`src/rtl/inc_sequencer_if.sv`:
```
// inc_sequencer_if: control/increment bundle between the control unit and the loop sequencer
interface inc_sequencer_if #(parameter int DIM_W = 8);
  logic             start;
  logic [DIM_W-1:0] rows;
  logic [DIM_W-1:0] cols;
  logic [DIM_W-1:0] depth;
  logic             stall;
  logic [6:0]       INC_sel;
  logic             INC_en;
  logic             col_clr;
  logic             busy;
  logic             done;
  modport master (output start, rows, cols, depth, stall, input INC_sel, INC_en, col_clr, busy, done);
  modport slave  (input start, rows, cols, depth, stall, output INC_sel, INC_en, col_clr, busy, done);
endinterface

```
`src/rtl/inc_sequencer.sv`:
```
// inc_sequencer: rows x cols x depth loop-nest walker driving the increment decoder
module inc_sequencer #(parameter int DIM_W = 8) (
  input logic            clk,
  input logic            rst_n,
  inc_sequencer_if.slave bus
);
  typedef enum logic [2:0] {IDLE, INNER, WRITE, NXROW, DONE} state_t;
  state_t           st_q, st_d;
  logic [DIM_W-1:0] r_q, r_d, c_q, c_d, k_q, k_d;
  logic [DIM_W-1:0] rows_q, rows_d, cols_q, cols_d, depth_q, depth_d;
  logic [6:0]       sel_q, sel_d;
  logic             en_q, en_d, clr_q, clr_d, busy_q, busy_d, done_q, done_d;
  logic             act_d;
  // A step advances state only when it was actually issued (en_q); a bubble cycle replays it.
  // Outputs are decoded from the next state and suppressed when stall is sampled in a loop state.
  always_comb begin
    st_d    = st_q;
    r_d     = r_q;
    c_d     = c_q;
    k_d     = k_q;
    rows_d  = rows_q;
    cols_d  = cols_q;
    depth_d = depth_q;
    unique case (st_q)
      IDLE: if (bus.start) begin
        if (bus.rows == '0 || bus.cols == '0 || bus.depth == '0) st_d = DONE;
        else begin
          rows_d  = bus.rows;
          cols_d  = bus.cols;
          depth_d = bus.depth;
          r_d     = '0;
          c_d     = '0;
          k_d     = '0;
          st_d    = INNER;
        end
      end
      INNER: if (en_q) begin
        k_d  = (k_q == depth_q - DIM_W'(1)) ? '0 : k_q + DIM_W'(1);
        st_d = (k_q == depth_q - DIM_W'(1)) ? WRITE : INNER;
      end
      WRITE: if (en_q) begin
        c_d  = (c_q < cols_q - DIM_W'(1)) ? c_q + DIM_W'(1) : '0;
        st_d = (c_q < cols_q - DIM_W'(1)) ? INNER : NXROW;
      end
      NXROW: if (en_q) begin
        r_d  = (r_q < rows_q - DIM_W'(1)) ? r_q + DIM_W'(1) : r_q;
        st_d = (r_q < rows_q - DIM_W'(1)) ? INNER : DONE;
      end
      DONE: st_d = IDLE;
      default: st_d = IDLE;
    endcase
    act_d  = (st_d == INNER) || (st_d == WRITE) || (st_d == NXROW);
    en_d   = act_d && !(bus.stall && st_q != IDLE);
    sel_d  = !en_d ? 7'h00 : (st_d == INNER) ? 7'h1C : (st_d == WRITE) ? 7'h62 : 7'h01;
    clr_d  = en_d && (st_d == NXROW);
    busy_d = st_d != IDLE;
    done_d = st_d == DONE;
  end
  // State, counters, latched bounds and registered outputs.
  always_ff @(posedge clk or negedge rst_n) begin
    if (!rst_n) begin
      st_q    <= IDLE;
      r_q     <= '0;
      c_q     <= '0;
      k_q     <= '0;
      rows_q  <= '0;
      cols_q  <= '0;
      depth_q <= '0;
      sel_q   <= '0;
      en_q    <= 1'b0;
      clr_q   <= 1'b0;
      busy_q  <= 1'b0;
      done_q  <= 1'b0;
    end else begin
      st_q    <= st_d;
      r_q     <= r_d;
      c_q     <= c_d;
      k_q     <= k_d;
      rows_q  <= rows_d;
      cols_q  <= cols_d;
      depth_q <= depth_d;
      sel_q   <= sel_d;
      en_q    <= en_d;
      clr_q   <= clr_d;
      busy_q  <= busy_d;
      done_q  <= done_d;
    end
  end
  assign bus.INC_sel = sel_q;
  assign bus.INC_en  = en_q;
  assign bus.col_clr = clr_q;
  assign bus.busy    = busy_q;
  assign bus.done    = done_q;
endmodule

```
`src/flat_wrapper.sv`:
```
// flat-port wrapper written by rule: the top's interface ports become plain ports
module inc_sequencer_flat 
#(parameter int DIM_W = 8)
  (clk, rst_n, bus_start, bus_rows, bus_cols, bus_depth, bus_stall, bus_INC_sel, bus_INC_en, bus_col_clr, bus_busy, bus_done);
  inc_sequencer_if #(.DIM_W(DIM_W)) bus_i ();
  input logic clk;
  input logic rst_n;
  input wire logic [$bits(bus_i.start)-1:0] bus_start;
  input wire logic [$bits(bus_i.rows)-1:0] bus_rows;
  input wire logic [$bits(bus_i.cols)-1:0] bus_cols;
  input wire logic [$bits(bus_i.depth)-1:0] bus_depth;
  input wire logic [$bits(bus_i.stall)-1:0] bus_stall;
  output wire logic [$bits(bus_i.INC_sel)-1:0] bus_INC_sel;
  output wire logic [$bits(bus_i.INC_en)-1:0] bus_INC_en;
  output wire logic [$bits(bus_i.col_clr)-1:0] bus_col_clr;
  output wire logic [$bits(bus_i.busy)-1:0] bus_busy;
  output wire logic [$bits(bus_i.done)-1:0] bus_done;
  assign bus_i.start = bus_start;
  assign bus_i.rows = bus_rows;
  assign bus_i.cols = bus_cols;
  assign bus_i.depth = bus_depth;
  assign bus_i.stall = bus_stall;
  assign bus_INC_sel = bus_i.INC_sel;
  assign bus_INC_en = bus_i.INC_en;
  assign bus_col_clr = bus_i.col_clr;
  assign bus_busy = bus_i.busy;
  assign bus_done = bus_i.done;
  inc_sequencer #(.DIM_W(DIM_W)) u_core (.clk(clk), .rst_n(rst_n), .bus(bus_i));
endmodule
```
`config.mk`:
```
export PLATFORM = sky130hd
export DESIGN_NAME = inc_sequencer_flat
export DESIGN_NICKNAME = d
export VERILOG_FILES = /design/src/rtl/inc_sequencer_if.sv /design/src/rtl/inc_sequencer.sv /design/src/flat_wrapper.sv
export SDC_FILE = /design/constraint.sdc
export NUM_CORES = 1
export LEC_CHECK = 0
export ABC_CLOCK_PERIOD_IN_PS = 5500
export CORE_UTILIZATION = 55
export DETAILED_ROUTE_END_ITERATION = 8
export PLACE_DENSITY = 0.89
export SETUP_SLACK_MARGIN = 0.05
export SYNTH_ARGS = -nofsm -noshare
export SYNTH_HDL_FRONTEND = slang
export SYNTH_SLANG_ARGS = --single-unit
```
`constraint.sdc`:
```
create_clock -name clk -period 5.5 [get_ports clk]
set_input_delay 1.1 -clock clk [delete_from_list [all_inputs] [get_ports clk]]
set_output_delay 1.1 -clock clk [all_outputs]
set_load 0.005 [all_outputs]
```
==> impl_results.rst <==
.. list-table::
   :header-rows: 1

   * - Metric
     - Value
   * - Hold WC Path Type
     - reg2reg
   * - Unrepaired setup endpoints after global routing
     - false
   * - Post-Synthesis Net Count
     - 436
   * - Number of diodes
     - 0
   * - Area grow syn2layout
     - 16.4%
   * - Average vias per placed instance
     - 5.87
   * - Clock tree from TritonCTS
     - yes
   * - Row Count
     - 28
   * - Area of placed instances
     - 3930 µm²
   * - Height of the chip
     - 82.1 µm
   * - Clock group share of total power
     - 19.2%
   * - Final core area utilization
     - 67.7%
   * - Clock latency reported for the late side of the worst-skew pair
     - 340 ps
   * - Placement Setup Slack
     - 1850 ps
   * - Iteration count of the initial detailed-routing pass
     - 4
   * - Worst-margin pin slew
     - 1110 ps
   * - Status
     - finished, final reports clean
   * - DRC violation total after the first TritonRoute iteration
     - 190
   * - Startpoint class of the critical path
     - input port
   * - Post-route fraction of the period consumed by the critical path
     - 59.7%
   * - CTS buffer count
     - 9
   * - Pin count of the biggest net entering global routing
     - 59
   * - Final min period
     - 3280 ps
   * - Hold Path Cell Cnt
     - 2
   * - Data required time of the worst path
     - 5710 ps
   * - Yosys synthesis warning count
     - 0
   * - Top achievable clock speed
     - 305 MHz
   * - Number of hold violations in the final report
     - 0
   * - Post-synthesis instance area
     - 3520 µm²
   * - Leakage power of the design
     - 0.00186 µW
   * - Net switching power figure
     - 710 µW
   * - Drt drc
     - 0
   * - Library cells used by synthesis
     - 56
   * - Global-route usage over all layers
     - 25.3%
   * - Clock Tree Root
     - sky130_fd_sc_hd__clkbuf_8
   * - Area of the die
     - 6730 µm²
   * - Number of antenna-violating nets in the routed design
     - 0
   * - Setup Fix Bufs, Post-CTS
     - 0
   * - Async SR Flop Fraction
     - 100%
   * - Rel. slew slack
     - 25.8%
   * - CTS Hold Buffers Added
     - 0
   * - Register clock-pin slew on the reported worst setup and hold paths
     - 60 ps
   * - Detailed-placement wirelength estimate
     - 5.38 mm
   * - Fraction of the yosys area taken by sequential cells
     - 41.2%
   * - Total of flip-flops plus latches after synthesis
     - 58
   * - Ratio of cells with drive above 1 in the final layout
     - 9.09%
   * - Max-slew violations
     - 0
   * - Largest clock skew in the final design
     - 8.09 ps
   * - Number of primary I/O pins
     - 39
   * - Number of cells produced by synthesis
     - 388
   * - Slack of the critical path
     - 2220 ps
   * - Setup violation total in the final timing report
     - 0
   * - Highest ir drop seen on vdd
     - 0.312 mV
   * - Resized Gates After CTS
     - 0
   * - Number of input and output port buffers inserted
     - 38
   * - Total number of vias
     - 2958
   * - EDFF count, synth
     - 0
   * - Switching share of total power
     - 39.4%
   * - Total negative slack for setup checks
     - 0 ps
   * - Critical path type
     - in2reg
   * - Gr ovfl total
     - 0
   * - Top flip-flop cell by instance count after synthesis
     - sky130_fd_sc_hd__dfrtp_1
   * - Finished Cell Area
     - 4100 µm²
   * - Width of the die
     - 82.1 µm
   * - Global-route wire length before repair
     - 12.7 mm
   * - Vias in the first global route
     - 2773
   * - Detail-routed net length per standard cell
     - 14.8 µm
   * - Combinational group share of total power
     - 40.4%
   * - Pint
     - 1090 µW
   * - Antenna violations before repair
     - 0
   * - Arr. time, crit path
     - 3490 ps
   * - RD Place Congestion
     - 0.886
   * - Max Cap Viol
     - 0
   * - Sink Count
     - 58
   * - Worst-path maximum fanout
     - 25
   * - Placeable core region
     - 6060 µm²
   * - Average cell area after synthesis
     - 9.08 µm²
   * - Layout Nets
     - 473
   * - Sequential power share
     - 40.3%
   * - Clk buf depth
     - 2
   * - Initial Util
     - 58.2%
   * - Critical Path End Type
     - register
   * - Total wirelength of the detailed-routed design
     - 7.44 mm
   * - Areal power density over the cells
     - 438 nW/µm²
   * - Number of levels in the clock H-tree
     - 3
   * - Reg2Reg Depth
     - 10
==> cell usage in the layout, fill, tap and decap left out, drive strengths merged, types with 2 or more instances in the layout <==
cell,netlist,routed
xor2,7,7
buf,8,3
nor2b,5,5
o22ai,2,2
a31oi,2,2
dfrtp,58,58
mux2i,2,2
nor4b,2,2
clkbuf,6,12
xnor2,14,14
a21o,2,2
nor4bb,2,2
a31o,3,3
o31ai,5,5
nand4b,2,2
o211ai,5,5
ha,20,20
o21ai,24,24
o311ai,3,3
and3,6,6
nand2b,4,4
a22o,8,8
nor3b,4,4
clkinv,0,3
and2,2,2
nand2,89,89
nor2,23,23
nor3,9,9
or2,2,2
nor4,3,3
inv,16,16
a21oi,14,14
or4,12,12
clkdlybuf4s50,0,37
nand3,10,10
nand4,5,5
==> cell type report <==
cell class	count	area [µm²]
multi-input cells	300	1940
repair buffers	40	390
well taps	75	93.8
fillers	454	1960
clock buffers	12	155
clock inverters	3	15.0
inverters	16	60.1
flip-flops and latches	58	1450
==> critical path: stages <==
cell                              delay, ps
sky130_fd_sc_hd__clkdlybuf4s50_1        430
sky130_fd_sc_hd__or4_1                  540
sky130_fd_sc_hd__nor2_2                 250
sky130_fd_sc_hd__or4_1                  720
sky130_fd_sc_hd__o31ai_2                230
sky130_fd_sc_hd__nor3b_1                210
==> flip-flops by register name, indices dropped and copies added, names as in the netlist, 3 cells and up <==
| signal | count |
|---|---|
| u_core.k_q | 8 |
| u_core.st_q | 3 |
| u_core.depth_q | 8 |
| u_core.rows_q | 8 |
| u_core.cols_q | 8 |
| u_core.c_q | 8 |
| u_core.bus.INC_sel | 3 |
| u_core.r_q | 8 |
==> kinds of logic after synthesis <==
kind of cell	share of synthesized area (%)
adder cells (fa/ha/maj)	7.10
flip-flops	41.2
XOR/XNOR	5.86
buffers and inverters	3.83
multiplexers	0.887
AO/OA/AOI/OAI	15.1
AND/OR/NAND/NOR	26.1
==> metrics by stage <==
stage | cells | total power (µW) | hold slack (ps)
2_1_floorplan | 388 | 1250 | 466
3_3_place_gp | 489 | 1390 | 482
3_5_place_dp | 489 | 1450 | 497
4_1_cts | 504 | 1800 | 512
5_1_grt | 504 | 1950 | 535
6_report | 504 | 1800 | 509
==> cell usage after synthesis, types with 2 or more instances <==
master	number	share of area [%]
sky130_fd_sc_hd__a21o_1	2	0.43
sky130_fd_sc_hd__a21oi_1	11	1.6
sky130_fd_sc_hd__a21oi_2	3	0.75
sky130_fd_sc_hd__a22o_1	8	2.0
sky130_fd_sc_hd__a31o_1	2	0.50
sky130_fd_sc_hd__a31oi_1	2	0.35
sky130_fd_sc_hd__and2_1	2	0.35
sky130_fd_sc_hd__and3_1	6	1.1
sky130_fd_sc_hd__buf_2	3	0.43
sky130_fd_sc_hd__buf_4	5	1.1
sky130_fd_sc_hd__clkbuf_1	6	0.64
sky130_fd_sc_hd__dfrtp_1	58	41
sky130_fd_sc_hd__ha_1	20	7.1
sky130_fd_sc_hd__inv_1	16	1.7
sky130_fd_sc_hd__mux2i_1	2	0.57
sky130_fd_sc_hd__nand2_1	88	9.4
sky130_fd_sc_hd__nand2b_1	4	0.71
sky130_fd_sc_hd__nand3_1	9	1.3
sky130_fd_sc_hd__nand4_1	5	0.89
sky130_fd_sc_hd__nand4b_1	2	0.50
sky130_fd_sc_hd__nor2_1	19	2.0
sky130_fd_sc_hd__nor2_2	3	0.53
sky130_fd_sc_hd__nor2b_1	5	0.89
sky130_fd_sc_hd__nor3_1	7	0.99
sky130_fd_sc_hd__nor3_2	2	0.57
sky130_fd_sc_hd__nor3b_1	4	0.85
sky130_fd_sc_hd__nor4_1	2	0.35
sky130_fd_sc_hd__nor4b_1	2	0.50
sky130_fd_sc_hd__nor4bb_1	2	0.57
sky130_fd_sc_hd__o211ai_1	5	1.1
sky130_fd_sc_hd__o21ai_0	19	2.7
sky130_fd_sc_hd__o21ai_1	5	0.71
sky130_fd_sc_hd__o22ai_1	2	0.35
sky130_fd_sc_hd__o311ai_2	2	0.92
sky130_fd_sc_hd__o31ai_1	4	0.85
sky130_fd_sc_hd__or2_2	2	0.35
sky130_fd_sc_hd__or4_1	11	2.3
sky130_fd_sc_hd__xnor2_1	14	3.5
sky130_fd_sc_hd__xor2_1	7	1.7
==> final timing paths <==
path	from	to	slack [ps]
max reg2reg	u_core.rows_q[2]	u_core.r_q[5]	2270
max in group asynchronous	rst_n	u_core.r_q[0]	4120
max	bus_cols[5]	u_core.bus.col_clr	2220
min reg2reg	u_core.depth_q[7]	u_core.depth_q[7]	510
min in group asynchronous	rst_n	u_core.cols_q[3]	890
min	u_core.depth_q[7]	u_core.depth_q[7]	510
==> per-layer routing <==
| layer | wire, µm | up-vias | GRT usage [%] |
|---|---|---|---|
| met3 | 373 | 16 | 4.22 |
| met1 | 3320 | 1419 | 32.1 |
| li1 | - | 1440 | - |
| met5 | 0 | - | 0 |
| met4 | 163 | 0 | 14.4 |
| met2 | 3580 | 83 | 40.8 |
==> power by group through the flow <==
stage | combinational, µW | clock (µW) | sequential [µW]
floorplan | 580 | 0 | 673
global placement | 676 | 0 | 716
detailed placement | 722 | 0 | 726
CTS | 729 | 351 | 720
global route | 836 | 373 | 745
finish | 728 | 346 | 725
No activity file was read; power rests on OpenSTA's default activity.
